File: config.mk
export PLATFORM = sky130hd
export DESIGN_NAME = mux_sel_sequencer
export DESIGN_NICKNAME = d
export VERILOG_FILES = /design/src/rtl/mux_sel_sequencer_pkg.sv /design/src/rtl/mux_sel_sequencer.sv
export SDC_FILE = /design/constraint.sdc
export NUM_CORES = 1
export LEC_CHECK = 0
export BUFFER_PORTS_ARGS = -buffer_cell sky130_fd_sc_hd__buf_2
export CORE_MARGIN = 1
export CORE_UTILIZATION = 47
export CTS_BUF_LIST = sky130_fd_sc_hd__clkbuf_16
export CTS_CLUSTER_SIZE = 25
export DETAILED_ROUTE_END_ITERATION = 16
export PLACE_DENSITY = 0.77
export SLEW_MARGIN = 30
export SYNTH_ARGS = -nofsm -noshare
export SYNTH_HDL_FRONTEND = slang
export SYNTH_SLANG_ARGS = --single-unit
export TNS_END_PERCENT = 20
File: constraint.sdc
create_clock -name clk -period 2.1 [get_ports clk]
set_clock_uncertainty 0.05 [all_clocks]
set_input_delay 0.42 -clock clk [delete_from_list [all_inputs] [get_ports clk]]
set_output_delay 0.42 -clock clk [all_outputs]
set_load 0.02 [all_outputs]
File: src/rtl/mux_sel_sequencer_pkg.sv
// Shared constants for the 16:1 mux select sequencer: select width,
// FSM state encoding and serialisation direction.
package mux_sel_sequencer_pkg;

   localparam int SEL_W_DEF = 4;

   localparam logic ST_IDLE  = 1'b0;
   localparam logic ST_SHIFT = 1'b1;

   localparam logic DIR_LSB = 1'b0;
   localparam logic DIR_MSB = 1'b1;

endpackage : mux_sel_sequencer_pkg

File: src/rtl/mux_sel_sequencer.sv
// Parallel-to-serial controller: holds a loaded word on an external 16:1 mux
// and walks the select through all positions, streaming the mux output.
module mux_sel_sequencer
   import mux_sel_sequencer_pkg::*;
#(
   parameter int SEL_W = SEL_W_DEF,
   localparam int N    = 2 ** SEL_W
) (
   input  logic             clk,
   input  logic             rst,
   input  logic             load_valid,
   output logic             load_ready,
   input  logic [N-1:0]     load_data,
   input  logic             load_msb_first,
   input  logic             abort,
   output logic [N-1:0]     mux_data,
   output logic [SEL_W-1:0] mux_sel,
   input  logic             mux_out,
   output logic             ser_valid,
   input  logic             ser_ready,
   output logic             ser_bit,
   output logic             ser_last,
   output logic             busy,
   output logic             done
);

   localparam logic [SEL_W-1:0] SEL_ZERO = {SEL_W{1'b0}};
   localparam logic [SEL_W-1:0] SEL_ONE  = {{(SEL_W-1){1'b0}}, 1'b1};
   localparam logic [SEL_W-1:0] SEL_MAX  = {SEL_W{1'b1}};
   localparam logic [SEL_W-1:0] CNT_PEN  = {{(SEL_W-1){1'b1}}, 1'b0};
   localparam logic [N-1:0]     DATA_ZERO = {N{1'b0}};

   logic             state_r, state_s;
   logic             dir_r, dir_s;
   logic [SEL_W-1:0] cnt_r, cnt_s;
   logic [SEL_W-1:0] sel_r, sel_s;
   logic [N-1:0]     data_r, data_s;
   logic             last_r, last_s;
   logic             done_r, done_s;

   // Select moves towards bit 0 for MSB-first words, towards N-1 otherwise.
   function automatic logic [SEL_W-1:0] step_sel(input logic [SEL_W-1:0] sel,
                                                 input logic             dir);
      if (dir == DIR_MSB) begin
         return sel - SEL_ONE;
      end else begin
         return sel + SEL_ONE;
      end
   endfunction

   // Next-state logic: load in IDLE, step on each beat in SHIFT, abort wins over a beat.
   always_comb begin
      state_s = state_r;
      dir_s   = dir_r;
      cnt_s   = cnt_r;
      sel_s   = sel_r;
      data_s  = data_r;
      last_s  = last_r;
      done_s  = 1'b0;
      case (state_r)
         ST_IDLE: begin
            if (load_valid) begin
               state_s = ST_SHIFT;
               data_s  = load_data;
               dir_s   = load_msb_first;
               sel_s   = (load_msb_first == DIR_MSB) ? SEL_MAX : SEL_ZERO;
               cnt_s   = SEL_ZERO;
               last_s  = 1'b0;
            end else begin
               state_s = ST_IDLE;
            end
         end
         ST_SHIFT: begin
            if (abort) begin
               state_s = ST_IDLE;
               sel_s   = SEL_ZERO;
               cnt_s   = SEL_ZERO;
               last_s  = 1'b0;
            end else if (ser_ready) begin
               if (last_r) begin
                  state_s = ST_IDLE;
                  sel_s   = SEL_ZERO;
                  cnt_s   = SEL_ZERO;
                  last_s  = 1'b0;
                  done_s  = 1'b1;
               end else begin
                  cnt_s  = cnt_r + SEL_ONE;
                  sel_s  = step_sel(sel_r, dir_r);
                  last_s = (cnt_r == CNT_PEN);
               end
            end else begin
               state_s = ST_SHIFT;
            end
         end
         default: begin
            state_s = ST_IDLE;
            sel_s   = SEL_ZERO;
            cnt_s   = SEL_ZERO;
            last_s  = 1'b0;
         end
      endcase
   end

   // State and datapath registers with asynchronous reset.
   always_ff @(posedge clk or posedge rst) begin
      if (rst) begin
         state_r <= ST_IDLE;
         dir_r   <= DIR_LSB;
         cnt_r   <= SEL_ZERO;
         sel_r   <= SEL_ZERO;
         data_r  <= DATA_ZERO;
         last_r  <= 1'b0;
         done_r  <= 1'b0;
      end else begin
         state_r <= state_s;
         dir_r   <= dir_s;
         cnt_r   <= cnt_s;
         sel_r   <= sel_s;
         data_r  <= data_s;
         last_r  <= last_s;
         done_r  <= done_s;
      end
   end

   // Handshake flags decode straight from the state register; ser_bit is the mux itself.
   assign load_ready = (state_r == ST_IDLE);
   assign ser_valid  = (state_r == ST_SHIFT);
   assign busy       = (state_r == ST_SHIFT);
   assign ser_last   = last_r;
   assign done       = done_r;
   assign mux_data   = data_r;
   assign mux_sel    = sel_r;
   assign ser_bit    = mux_out;

endmodule : mux_sel_sequencer
==> flow_summary_export.csv <==
group,metric,value,unit
clocking,cts_made_buffers,3,
routing,remaining_drc_errors,0,
placed_design,place_congestion,0.777,
global_route,grt_usage,18.9,%
clocking,cts_tree,"built",
routing,finalWirelength,2.44,mm
routing,ant_nets,0,
timing,hold_viol_final,0,
floorplanning,start_util,50.2,%
routing,first_iter_violations,5,
clocking,hold_buffers,0,
pwr,ir_worst_vdd,0.000720,V
job,cap_viol_max_count,0,
timing,fmax,588,MHz
cells_and_area,fin_cells,181,
yosys,synth_fp_nets,131,
yosys,synth_area_leader_cell,"dfrtp_1",
critical_path,reg2reg_slack,0.40,ns
placed_design,pre_cts_ws,0.461,ns
clocking,cts_setup_buffers,0,
critical_path,r2r-start,"dir_r",
yosys,syn_area_per_cell,12.3,µm²
yosys,yosysTopAreaCellShare,55.3,%
cells_and_area,drive_gt1_share,49.0,%
cells_and_area,diodes,0,
critical_path,ff2ff_path_depth,5,
timing,worstMarginPinSlew,0.359,ns
yosys,async_flop_share,100,%
placed_design,port_buffers,46,
clocking,root_buffer,"clkbuf_16",
global_route,antenna_found_initial,0,
timing,fin_ws,0.401,ns
routing,vias_per_cell,5.03,
yosys,yosysMostFrequentCell,"dfrtp_1",
global_route,grt_pass1_wl,3.88,mm
yosys,synth_common_cells,"28 x dfrtp_1, 17 x mux2_2, 9 x nor2_1",
run_status,status,"complete, no violations",
clocking,clock-sinks,28,
timing,setup-tns-final,0,ns
critical_path,arrival,1.84,ns
floorplanning,fp-row-count,18,
clocking,clock_latency,0.26,ns
global_route,grt_max_degree,22,
critical_path,startpoint_type,"flop",
yosys,ys_seq_elements,28,
critical_path,worstPathRequired,2.24,ns
floorplanning,core,0.00252,mm²
global_route,grt_overflow,0,
timing,rsz0062_at_grt,"false",
cells_and_area,fill_cells,212,
routing,firstDrtPassIters,2,
yosys,synth-seq-area-share,55.3,%
timing,slew_headroom,75.9,%
clocking,path_clk_slew,0.07,ns
placed_design,hpwlAfterDp,1.84,mm
yosys,yosys_warnings,0,
critical_path,cp_max_fo,6,
cells_and_area,syn_to_final_growth,29.6,%
floorplanning,fp.dieW,53.9,µm
critical_path,path_class,"flop to flop",
floorplanning,fp.dieArea,0.00291,mm²
min_path,hp-class,"input pin to async pin",
clocking,cts.htree.levels,1,
timing,post-route-min-period,1.70,ns
cells_and_area,design_area,0.00164,mm²
global_route,grt_pass1_vias,872,
yosys,synth_cell_type_count,26,
timing,drv_slew,0,
yosys,ys.flop_type,"dfrtp_1",
critical_path,regToRegEndpoint,"mux_sel[3]",
clocking,cts_resized,0,
floorplanning,die_h,53.9,µm
yosys,syn_area,0.00127,mm²
pwr,power.density,1140,mW/mm²
yosys,synth_edf_count,0,
placed_design,placed_area,0.00154,mm²
routing,num_vias,910,
timing,period_share,80.9,%
routing,wl_per_cell,13.5,µm
timing,setup_viol,0,
pwr,p_leak,0.805,nW
placed_design,dp_cells,177,
yosys,synthTopCellsByArea,"dfrtp_1 55%, mux2_2 15%, ha_1 4.0%",
yosys,netlist_instances,103,
cells_and_area,layout.nets,180,
critical_path,critPathCaptureType,"flop",
floorplanning,boundaryPins,49,
clocking,clk_path_buf_depth,2,
==> sequential cells by signal, summed over array words and instances, names as in the netlist <==
register / flops
cnt_r: 4
dir_r: 1
ser_last: 1
mux_data: 16
mux_sel: 4
done: 1
busy: 1
==> power by group <==
group | internal [mW] | switching, mW | leakage (nW)
combinational | 0.253 | 0.327 | 0.413
clock | 0.379 | 0.174 | 0.0511
sequential | 0.648 | 0.0869 | 0.341
==> layer usage <==
| metal | global-route usage [%] | wire length [µm] | up-vias | share of wire (%) |
|---|---|---|---|---|
| met5 | 0 | 0 | - | 0 |
| met3 | 1.69 | 82 | 2 | 3.4 |
| met2 | 30.7 | 1270 | 21 | 52 |
| met1 | 25.7 | 1080 | 433 | 44 |
| li1 | - | - | 454 | - |
| met4 | 7.89 | 9 | 0 | 0.37 |
==> cell families after synthesis <==
kind of cell | count (synthesis) | share of synthesized area (%)
buf+inv | 7 | 3.06
mux | 17 | 15.1
simple gates | 27 | 10.5
xor+xnor | 2 | 1.38
flops | 28 | 55.3
fa+ha+maj | 5 | 5.53
compound gates | 17 | 9.09
==> layout make-up <==
cell class | count | area, µm² | area share (%)
clock inverter | 1 | 30.0 | 1.83
clock buffer | 3 | 75.1 | 4.57
multi-input combinational | 68 | 529 | 32.2
sequential | 28 | 701 | 42.7
timing repair buffer | 48 | 258 | 15.7
inverter | 3 | 11.3 | 0.686
tap | 30 | 37.5 | 2.29
==> worst max-delay path, stage by stage, from the launching register on <==
cell and delay, ns:
dfrtp_1 0.46, ha_1 0.31, a211o_1 0.31, a21o_1 0.18, a31oi_2 0.18, a2bb2oi_2 0.15
==> how the worst max path moves through the flow <==
stage	from	to	cells past startpoint
after CTS	dir_r	mux_sel[3]	5
final	dir_r	mux_sel[3]	5
after global routing	dir_r	mux_sel[3]	5
after detailed placement	dir_r	mux_sel[3]	5
after global placement	dir_r	mux_sel[3]	5
after floorplan	mux_sel[1]	mux_sel[3]	5
==> through the flow <==
step / total power [mW] / utilization [%] / hold WS [ns]
floorplan: 1.13 / - / 0.412
global placement: 1.29 / 60.9 / 0.313
detailed placement: 1.31 / 60.9 / 0.320
CTS: 1.88 / 65.1 / 0.0399
global route: 1.97 / 65.1 / 0.0541
finish: 1.87 / 65.1 / 0.0307
==> cells in the final DEF, fill, tap and decap left out, types with 2 or more instances in the layout <==
master / instances
or2_1: 3
nor2_1: 9
o21ai_1: 2
mux2_2: 17
o21ai_0: 4
nand3_1: 5
xor2_1: 2
ha_1: 4
buf_2: 46
clkbuf_16: 3
dfrtp_1: 28
inv_1: 3
nand2_1: 5
a21oi_1: 5
Power figures use the tool's default switching activity.
